**src/rtl/am_envelope_demod.sv**
```systemverilog
// AM envelope demodulator: full-wave rectifier, 3-stage CIC decimator by R, optional first-order DC removal.
// Latency: val_out rises 6 clock edges after the edge that samples the R-th valid input of a block.
// Backpressure: none; every stage advances only on its incoming valid bit, so input gaps simply stall the chain.
module am_envelope_demod #(
    parameter int R    = 16,
    parameter int N    = 3,
    parameter int Win  = 14,
    parameter int Wacc = Win + N * $clog2(R),
    parameter int Wout = 16,
    parameter int K    = 8
) (
    input  logic                   clk,
    input  logic                   rst,
    input  logic signed [Win-1:0]  i_data,
    input  logic                   val_in,
    input  logic                   c_dc_en,
    output logic signed [Wout-1:0] o_data,
    output logic signed [Wout-1:0] o_level,
    output logic                   val_out
);

    localparam int CW = $clog2(R);
    localparam int LW = Wacc - Wout;   // comb bits dropped by the output truncation
    localparam logic [CW-1:0]          CNT_LAST = CW'(R - 1);
    localparam logic signed [Win-1:0]  IN_MIN   = {1'b1, {(Win-1){1'b0}}};
    localparam logic signed [Win-1:0]  IN_MAX   = {1'b0, {(Win-1){1'b1}}};
    localparam logic signed [Wout-1:0] OUT_MIN  = {1'b1, {(Wout-1){1'b0}}};
    localparam logic signed [Wout-1:0] OUT_MAX  = {1'b0, {(Wout-1){1'b1}}};

    // input capture
    logic signed [Win-1:0]  in_q;
    logic                   in_vld;
    // rectifier
    logic [Win-1:0]         rect;
    logic [Win-1:0]         rect_nxt;
    logic                   rect_vld;
    // integrators
    logic [Wacc-1:0]        i1, i2, i3;
    logic                   i1_vld, i2_vld, i3_vld;
    // decimation and comb
    logic [CW-1:0]          cnt;
    logic                   comb_fire;
    logic [Wacc-1:0]        d1, d2, d3;
    logic [Wacc-1:0]        c1, c2;
    logic                   c3_borrow;
    logic signed [Wout-1:0] y_nxt;
    logic signed [Wout-1:0] y;
    logic                   y_vld;
    // DC removal
    logic signed [Wout+K-1:0] acc;
    logic signed [Wout-1:0]   dc;
    logic signed [Wout:0]     diff;
    logic signed [Wout-1:0]   diff_sat;

    // Register the raw sample so the rectifier works from a clean flop.
    always_ff @(posedge clk or posedge rst) begin
        if (rst) begin
            in_q   <= '0;
            in_vld <= 1'b0;
        end else begin
            in_vld <= val_in;
            if (val_in) in_q <= i_data;
        end
    end

    // Absolute value; the most negative code has no positive twin, so clamp it.
    always_comb begin
        rect_nxt = in_q;
        if (in_q[Win-1]) begin
            if (in_q == IN_MIN) rect_nxt = IN_MAX;
            else                rect_nxt = -in_q;
        end
    end

    // Rectifier register.
    always_ff @(posedge clk or posedge rst) begin
        if (rst) begin
            rect     <= '0;
            rect_vld <= 1'b0;
        end else begin
            rect_vld <= in_vld;
            if (in_vld) rect <= rect_nxt;
        end
    end

    // Integrator cascade; modular wrap is harmless because the comb differences it back out.
    always_ff @(posedge clk or posedge rst) begin
        if (rst) begin
            i1     <= '0;
            i2     <= '0;
            i3     <= '0;
            i1_vld <= 1'b0;
            i2_vld <= 1'b0;
            i3_vld <= 1'b0;
        end else begin
            i1_vld <= rect_vld;
            i2_vld <= i1_vld;
            i3_vld <= i2_vld;
            if (rect_vld) i1 <= i1 + {{(Wacc-Win){1'b0}}, rect};
            if (i1_vld)   i2 <= i2 + i1;
            if (i2_vld)   i3 <= i3 + i2;
        end
    end

    assign comb_fire = i3_vld && (cnt == CNT_LAST);
    assign c1        = i3 - d1;
    assign c2        = c1 - d2;
    // Only the top Wout bits of c3 = c2 - d3 are kept: form them as a difference of
    // the upper slices minus the borrow out of the dropped lower slices.
    assign c3_borrow = c2[LW-1:0] < d3[LW-1:0];
    assign y_nxt     = c2[Wacc-1:LW] - d3[Wacc-1:LW] - {{(Wout-1){1'b0}}, c3_borrow};

    // Decimation counter and comb section, run once per R integrator outputs.
    always_ff @(posedge clk or posedge rst) begin
        if (rst) begin
            cnt   <= '0;
            d1    <= '0;
            d2    <= '0;
            d3    <= '0;
            y     <= '0;
            y_vld <= 1'b0;
        end else begin
            y_vld <= comb_fire;
            if (i3_vld) cnt <= cnt + CW'(1);
            if (comb_fire) begin
                d1 <= i3;
                d2 <= c1;
                d3 <= c2;
                y  <= y_nxt;
            end
        end
    end

    // Arithmetic shift of the accumulator is just its top Wout bits.
    assign dc   = acc[Wout+K-1:K];
    assign diff = {y[Wout-1], y} - {dc[Wout-1], dc};

    // Clamp the DC-corrected sample back into the output range.
    always_comb begin
        diff_sat = diff[Wout-1:0];
        if (diff[Wout] != diff[Wout-1]) diff_sat = diff[Wout] ? OUT_MIN : OUT_MAX;
    end

    // DC tracker and output register; the tracker runs even when correction is bypassed.
    always_ff @(posedge clk or posedge rst) begin
        if (rst) begin
            acc     <= '0;
            o_data  <= '0;
            o_level <= '0;
            val_out <= 1'b0;
        end else begin
            val_out <= y_vld;
            if (y_vld) begin
                acc     <= acc + {{K{y[Wout-1]}}, y} - {{K{dc[Wout-1]}}, dc};
                o_level <= dc;
                o_data  <= c_dc_en ? diff_sat : y;
            end
        end
    end

endmodule

```
**config.mk**
```make
export PLATFORM = sky130hd
export DESIGN_NAME = am_envelope_demod
export DESIGN_NICKNAME = d
export VERILOG_FILES = /design/src/rtl/am_envelope_demod.sv
export SDC_FILE = /design/constraint.sdc
export NUM_CORES = 1
export LEC_CHECK = 0
export ABC_AREA = 1
export ABC_CLOCK_PERIOD_IN_PS = 9600
export CAP_MARGIN = 20
export CORE_UTILIZATION = 45
export CTS_CLUSTER_DIAMETER = 150
export DETAILED_ROUTE_END_ITERATION = 10
export PLACE_DENSITY = 0.6
export SYNTH_ARGS = -nofsm -noshare
export SYNTH_HDL_FRONTEND = slang
export SYNTH_SLANG_ARGS = --single-unit
```
**constraint.sdc**
```tcl
create_clock -name clk -period 9.6 [get_ports clk]
set_input_delay 0.96 -clock clk [delete_from_list [all_inputs] [get_ports clk]]
set_output_delay 0.96 -clock clk [all_outputs]
set_load 0.005 [all_outputs]
```
# After elaboration in Yosys (flattened, before gate mapping)
# Index checks and enable logic that the tools add are counted.
[word_totals] reg_bits=267 input_bits=18 output_inout_bits=33 elab_cells=42
[op_classes] add_sub_neg=12 n_lt_le_gt_ge=1 eq_ne=3 mux=5 reduce_logical=1
[ops] op="$add 26x26->26" count=2
[ops] op="$sub 26x26->26" count=2
[ops] op="$mux 16" count=3
[ops] op="$mux 14" count=2
[ops] op="$add 26x14->26" count=1
[ops] op="$add 24x24->24" count=1
[ops] op="$sub 24x24->24" count=1
[ops] op="$sub 16x16->17" count=1
[ops] op="$sub 16x1->16" count=1
[ops] op="$sub 16x16->16" count=1
[ops] op="$eq 14x14->1 const B" count=1
[ops] op="$neg 14->14" count=1
[ops] op="$lt 10x10->1" count=1
[ops] op="$add 4x1->4 const B" count=1
[ops] op="$eq 4x4->1 const B" count=1
[ops] op="$logic_and 1x1->1" count=1
[ops] op="$ne 1x1->1" count=1

# Logic depth before layout (Yosys ltp)
# Gate-level depths: netlist (run 1).
[depth] ltp_word=4 ltp_mapped=37 mapped_depth_nobuf=37

# Worst setup path after synthesis (run 1)
# OpenSTA, ideal clock, no wires.
[synth_timing] kind="register -> register" startpoint="reg i3[0]" endpoint="reg y[14]" arrival_ns=4.677 required_time_ns=9.517 slack_ns=4.841 stages_incl_launch_ff=34 n_path_buf=0 path_cell_list="dfrtp_1 inv_1 ha_1 fa_1 o21ai_1 a21oi_2 o21ai_2 nand2_1 nand2_1 nand2_1 nand2_1 nand2_1 nand2_1 nand2_1 and2_1 ha_1 nand2_1 nor2_1 inv_1 o21ai_2 a21oi_1 xor2_1 ha_1 inv_1 ha_1 nand2_1 nor3_1 nand3_1 nand3_1 nand3_1 nand2_1 a31oi_1 xor2_1 o21ai_0"
[synth_between] elab_chain_len=4 word_cells_on_any_way=5 classes_between="add/sub (4); order compare (1)"
[synth_lines] element="from (decl)" line="38" source="logic [Wacc-1:0] i1, i2, i3;"
[synth_lines] element="from (signal assigned)" line="101" source="if (i2_vld) i3 <= i3 + i2;"
[synth_lines] element="$sub 26x26->26" line="106" source="assign c1 = i3 - d1;"
[synth_lines] element="named net c1[14]" line="44" source="logic [Wacc-1:0] c1, c2;"
[synth_lines] element="$sub 26x26->26" line="107" source="assign c2 = c1 - d2;"
[synth_lines] element="$sub 16x16->16" line="111" source="assign y_nxt = c2[Wacc-1:LW] - d3[Wacc-1:LW] - {{(Wout-1){1'b0}}, c3_borrow};"
[synth_lines] element="$sub 16x1->16" line="111"
[synth_lines] element="to (signal assigned)" line="129" source="y <= y_nxt;"
[synth_lines] element="to (decl)" line="47" source="logic signed [Wout-1:0] y;"
# The timed path passes the listed nets, and every way through them passes these cells.
# A chain may end at the register's enable or synchronous reset.

# Worst setup path in the final report (run 1)
[layout_timing] startpoint="reg i3[0]" endpoint="reg y[8]"
[layout_between] elab_chain_len=4 word_cells_on_any_way=5 classes_between="add/sub (4); order compare (1)"
[layout_lines] element="$sub 26x26->26" line="106"
[layout_lines] element="named net c1[6]" line="44"
[layout_lines] element="$sub 26x26->26" line="107"
[layout_lines] element="named net c2[7]" line="44"
[layout_lines] element="$lt 10x10->1" line="110" source="assign c3_borrow = c2[LW-1:0] < d3[LW-1:0];"
[layout_lines] element="$sub 16x1->16" line="111"
# The timed path passes the listed nets, and every way through them passes these cells.

==> results of run 1 <==
[cells by family after synthesis]
logic type / count (synthesis) / synth area share, %
adder cells (fa/ha/maj): 222 / 15.0
buffers and inverters: 443 / 8.38
AO/OA/AOI/OAI: 600 / 16.9
AND/OR/NAND/NOR: 992 / 21.0
flip-flops: 267 / 33.2
multiplexers: 6 / 0.336
XOR/XNOR: 117 / 5.23
[per-layer routing]
metal	vias up	GRT usage [%]	wire, µm
met5	-	0	0
met4	0	10.0	2130
met3	90	2.50	1480
met2	254	41.0	24400
li1	8793	-	-
met1	7862	28.8	22800
[critical path: stages, from the launching register on]
cell	delay, ns
dfrtp_1	0.34
inv_1	0.07
ha_1	0.25
fa_1	0.42
o21ai_1	0.24
a21oi_2	0.11
xnor2_1	0.18
ha_1	0.40
nand2_1	0.11
o21ai_0	0.51
xor2_1	0.25
ha_1	0.28
a21oi_1	0.13
nand2_1	0.07
a21o_1	0.16
a21oi_1	0.18
fa_1	0.20
inv_1	0.07
fa_1	0.48
a21oi_1	0.23
inv_1	0.06
a21oi_1	0.13
nor2_1	0.05
nor2_1	0.12
xor2_1	0.16
o21ai_0	0.08
[metrics by stage]
stage | worst slack [ns] | cell area [µm²] | std cells
floorplan | 1.29 | 20100 | 2647
global placement | 4.28 | 21200 | 3240
detailed placement | 4.18 | 21200 | 3240
CTS | 4.15 | 22500 | 3303
global route | 3.69 | 22500 | 3304
finish | 4.14 | 22500 | 3304
[cell type report]
cell class	count	area [µm²]
Clock buffer	51	1080
Clock inverter	12	191
Fill cell	4384	21700
Inverter	389	1470
Multi-Input combinational cell	1937	11700
Sequential cell	267	6680
Tap cell	592	741
Timing Repair Buffer	56	571
[registers in the layout, summed over array words and instances, names as in the netlist, 14 cells and up]
name	flops
acc	24
d3	26
d2	26
i1	26
in_q	14
d1	26
o_data	16
i2	26
i3	26
o_level	16
y	16
rect	14
[placed cells by master, fill, tap and decap left out, types with 5 or more instances in the layout]
| master | synthesis | layout |
|---|---|---|
| xnor2_1 | 43 | 43 |
| a21oi_2 | 6 | 6 |
| o31ai_1 | 5 | 5 |
| inv_1 | 385 | 383 |
| o22ai_1 | 6 | 6 |
| nand2_1 | 608 | 607 |
| mux2_2 | 6 | 6 |
| bufinv_16 | 0 | 5 |
| a21o_1 | 16 | 16 |
| nor4_1 | 10 | 10 |
| nand3_2 | 10 | 10 |
| xor2_1 | 72 | 72 |
| nor3_1 | 29 | 29 |
| nand3b_1 | 8 | 8 |
| clkbuf_8 | 0 | 10 |
| a31oi_1 | 41 | 41 |
| o221ai_1 | 6 | 6 |
| clkdlybuf4s50_1 | 0 | 50 |
| nor2_1 | 154 | 154 |
| fa_1 | 31 | 31 |
| nand3_1 | 102 | 102 |
| ha_1 | 191 | 191 |
| a21oi_1 | 198 | 198 |
| dfrtp_1 | 267 | 267 |
| clkbuf_16 | 0 | 37 |
| o21a_1 | 10 | 10 |
| clkinv_2 | 0 | 7 |
| nand2_2 | 9 | 10 |
| o21ai_0 | 240 | 240 |
| or2_2 | 23 | 23 |
| nand4_1 | 22 | 22 |
| o21bai_1 | 16 | 16 |
| o21ai_1 | 19 | 19 |
| o21ai_2 | 9 | 9 |
[worst paths after layout]
check | start | to | slack [ns] | depth (start not counted)
worst max register to register | i3[0] | y[8] | 4.14 | 25
max in group asynchronous | rst | d2[22] | 7.18 | 3
worst min-delay path | o_data[8] | o_data[8] | 0.47 | 2
worst max-delay path | i3[0] | y[8] | 4.14 | 25
worst min register to register | o_data[8] | o_data[8] | 0.47 | 2
min in group asynchronous | rst | acc[23] | 0.90 | 2
==> impl_metrics.tcl, run 1 <==
set metrics [dict create \
    cts_num_sinks 267 \
    drt_iter0_markers 840 \
    synth_seq_cells 267 \
    setup_total_negative_slack_ns 0 \
    timing.max_cap.violations 0 \
    timing_max_transition_violations_final 0 \
    rsz_0062_raised_after_global_routing "no" \
    synthesis.yosys.warnings 0 \
    worst_skew_pair_latency_ns 0.54 \
    core_area_um2 44100 \
    synth_seq_area_share_pct 33.2 \
    cts-buffers-inserted 35 \
    hold_violation_total_from_the_final_report 0 \
    critPathCaptureType "flip-flop" \
    num_antenna_cells 0 \
    post-synth-top-area-cell "dfrtp_1" \
    post-route-drc-count 0 \
    final_core_utilization_pct 50.9 \
    remaining_antenna_violation_count 0 \
    pin_count 51 \
    post_synth_num_cell_types 63 \
    synth_async_sr_flop_share_pct 100 \
    grt.total_usage_pct 23.3 \
    chipWidth_um 213 \
    cts-resized-gates 0 \
    detailroute.via_count 17000 \
    fp.dieH_um 213 \
    clock-root-buffer "clkbuf_16" \
    maxSlewHeadroom_pct 35.9 \
    timing.final.setup_violations 0 \
    port-buffer-count 50 \
    hold_path_class "reg2reg" \
    num-nets-final 2926 \
    hpwl_um 39300 \
    netlist_top_cells_count "nand2_1, inv_1, dfrtp_1" \
    tritoncts_clock_tree "yes" \
    grt_start_max_net_pins 170 \
    avgViaCountPerCell 5.14 \
    detail_route.wirelength_um 50800 \
    syn_to_final_growth_pct 11.8 \
    vias_in_the_first_global_route 17000 \
    syn_inst 2647 \
    synth_largest_type_area_fraction_pct 33.2 \
    timing.critical_path.fanout_max 4 \
    postCtsSetupBuffers 0 \
    yosysMostFrequentCell "nand2_1" \
    gpl.final_weighted_congestion 0.898 \
    wire_length_of_the_first_global_routing_pass_um 84600 \
    cp.required_ns 9.99 \
    hold-worst-slack_ns 0.474 \
    fin_crit_ns 5.46 \
    row_count 77 \
    final.setup_skew_ns 0.0135 \
    synth_flop_cell "dfrtp_1" \
    floorplan.die_area_um2 45500 \
    maxClockFrequency_ghz 0.183 \
    initial_utilization_pct 45.6 \
    drive_gt1_share_pct 5.60 \
    cts-htree-levels 2 \
    syn_area_per_cell_um2 7.59 \
    synth.net_count 2887 \
    post-route-period-util_pct 56.8 \
    yosys-top-cells-area "dfrtp_1, ha_1, nand2_1" \
    route.detailed.wl_per_inst_um 15.4 \
    synth-edff-count 0 \
    syn_area_um2 20100 \
    cts.path.max_buffers 3 \
    worstMarginPinSlew_ns 0.961 \
    outcome "completed" \
    worstSetupPathType "reg2reg" \
    worstPathArrival_ns 5.84 \
    dr.pass1.iters 7 \
    grt.overflow.total 0 \
    critPathLaunchType "flip-flop" \
    antenna_violations_before_repair 0 \
    cts_hold_buffers 0 \
    clk_pin_slew_ns 0.06 \
]
Power of run 1 is left out: the tool's default activity adds up to more than one toggle a clock period on the data nets, which glitch-free logic cannot reach.
==> run 2, diff against run 1 <==
--- a/config.mk
+++ b/config.mk
@@ -6,12 +6,12 @@
 export NUM_CORES = 1
 export LEC_CHECK = 0
 export ABC_AREA = 1
-export ABC_CLOCK_PERIOD_IN_PS = 9600
+export ABC_CLOCK_PERIOD_IN_PS = 4800
 export CAP_MARGIN = 20
 export CORE_UTILIZATION = 45
 export CTS_CLUSTER_DIAMETER = 150
 export DETAILED_ROUTE_END_ITERATION = 10
-export PLACE_DENSITY = 0.6
+export PLACE_DENSITY = 0.62
 export SYNTH_ARGS = -nofsm -noshare
 export SYNTH_HDL_FRONTEND = slang
 export SYNTH_SLANG_ARGS = --single-unit
==> constraint.sdc (replaced) <==
create_clock -name clk -period 4.8 [get_ports clk]
set_input_delay 0.48 -clock clk [delete_from_list [all_inputs] [get_ports clk]]
set_output_delay 0.48 -clock clk [all_outputs]
set_load 0.005 [all_outputs]
==> run 2 against run 1 <==
Via count up 4.4%; die area unchanged; largest cell class unchanged; final cell count up 4.3%; core utilization up 4.3 points; cell area up 8.4%; critical path type unchanged; critical path depth unchanged; first-iteration DRC count up 9.6%.
==> impl_metrics.tcl, run 2 (synthesis gave the netlist of run 1 again) <==
set metrics [dict create \
    outcome "completed" \
    remaining_antenna_violation_count 0 \
    timing.max_cap.violations 0 \
    dr.pass1.iters 5 \
    post-route-cell-area_um2 24400 \
    hpwl_um 39400 \
    maxSlewHeadroom_pct 31.2 \
    gpl.final_weighted_congestion 0.929 \
    chipWidth_um 213 \
    grt.total_usage_pct 23.3 \
    timing.final.setup_violations 0 \
    post-route-drc-count 0 \
    floorplan.die_area_um2 45500 \
    syn_to_final_growth_pct 21.2 \
    num_antenna_cells 0 \
    multi_input_comb_area_um2 12600 \
    layout.area.seq_um2 6680 \
    clock-root-buffer "clkbuf_16" \
    drive_gt1_share_pct 15.4 \
    detail_route.wirelength_um 51700 \
    final_cells 3447 \
    fp.dieH_um 213 \
    placed_cells 3365 \
    critPathLaunchType "flip-flop" \
    timing.critical_path.fanout_max 3 \
    tritoncts_clock_tree "yes" \
    final_core_utilization_pct 55.2 \
    rsz_0062_raised_after_global_routing "yes" \
    initial_utilization_pct 45.6 \
    num-nets-final 3073 \
    cp.required_ns 5.19 \
    cts.path.max_buffers 3 \
    grt.overflow.total 0 \
    cpPeakStageDelay_ns 0.41 \
    hold_violation_total_from_the_final_report 0 \
    antenna_violations_before_repair 0 \
    wire_length_of_the_first_global_routing_pass_um 86000 \
    post-route-period-util_pct 99.6 \
    route.detailed.wl_per_inst_um 15.0 \
    cts_num_sinks 267 \
    clk_pin_slew_ns 0.06 \
    layout_commonest_cell "nand2_1" \
    cp_slowest_cell "dfrtp_1" \
    cts-buffers-inserted 34 \
    critPathCaptureType "flip-flop" \
    worstMarginPinSlew_ns 1.03 \
    layout.cells.most_common_list "nand2_1, inv_1, dfrtp_1" \
    crit-reg2reg-launch "d1[0]" \
    setup.worst_path.start "d1[0]" \
    fin_crit_ns 4.78 \
    dpl-instance-area_um2 22100 \
    maxClockFrequency_ghz 0.209 \
    cts-htree-levels 2 \
    grt_start_max_net_pins 144 \
    vias_in_the_first_global_route 17600 \
    hold_path_class "in2async" \
    detailroute.via_count 17800 \
    core_area_um2 44100 \
    worstPathArrival_ns 5.17 \
    port-buffer-count 50 \
    final.setup_skew_ns 0.0194 \
    pin_count 51 \
    timing.critical_path.mode_cell "a21oi_2" \
    drt_iter0_markers 921 \
    timing_max_transition_violations_final 0 \
    worst_skew_pair_latency_ns 0.54 \
    row_count 77 \
    final.fill_count 4175 \
    avgViaCountPerCell 5.15 \
    worstSetupPathType "reg2reg" \
]
-- run 2: stage by stage --
stage | hold WS (ns) | TNS (ns) | setup WS, ns
2_1_floorplan | 0.352 | 0 | 0.0406
6_report | 0.210 | 0 | 0.0215
4_1_cts | 0.192 | -0.0547 | -0.0335
3_3_place_gp | 0.462 | -1.32 | -0.248
5_1_grt | 0.211 | -2.12 | -0.277
3_5_place_dp | 0.466 | -2.01 | -0.352
-- run 2: metal layers --
| metal | part of all wire (%) | track usage [%] | wire, µm | vias to the layer above |
|---|---|---|---|---|
| met3 | 3.1 | 3.03 | 1610 | 106 |
| li1 | - | - | - | 9096 |
| met2 | 49 | 41.1 | 25400 | 281 |
| met5 | 0 | 0 | 0 | - |
| met1 | 44 | 28.4 | 22500 | 8270 |
| met4 | 4.2 | 10.2 | 2160 | 0 |
-- run 2: timing repair --
| action | in CTS | in global routing |
|---|---|---|
| buffers inserted | 9 | 14 |
| cloned | 0 | 0 |
| pin swaps | 38 | 78 |
| gates resized for setup | 60 | 131 |
| endpoints found under the setup margin | 12 | 13 |
| hold buffers | 0 | 0 |
-- run 2: critical path: cells and delay by family, from the launching register on --
kind | cells | cell delay [ns]
adders and majority gates | 6 | 1.84
AOI/OAI and AO/OA | 10 | 1.41
xor gates and xnor gates | 3 | 0.46
DFF | 1 | 0.41
buffers and inverters | 3 | 0.27
and+or+nand+nor | 3 | 0.22
-- run 2: worst paths after layout --
kind | slack [ns] | end | depth (start not counted)
max reg2reg | 0.02 | y[8] | 25
max | 0.02 | y[8] | 25
min in group clk | 0.47 | o_data[15] | 2
max in group asynchronous | 3.57 | i3[21] | 3
min | 0.21 | acc[6] | 2
min reg2reg | 0.47 | o_data[15] | 2
-- run 2: final cells by class --
type	instances	area share [%]
Multi-Input combinational cell	1937	51.7
Clock inverter	10	0.632
Timing Repair Buffer	204	7.01
Sequential cell	267	27.4
Inverter	389	6.03
Tap cell	592	3.04
Clock buffer	48	4.12
Power of run 2 is left out for the same reason.
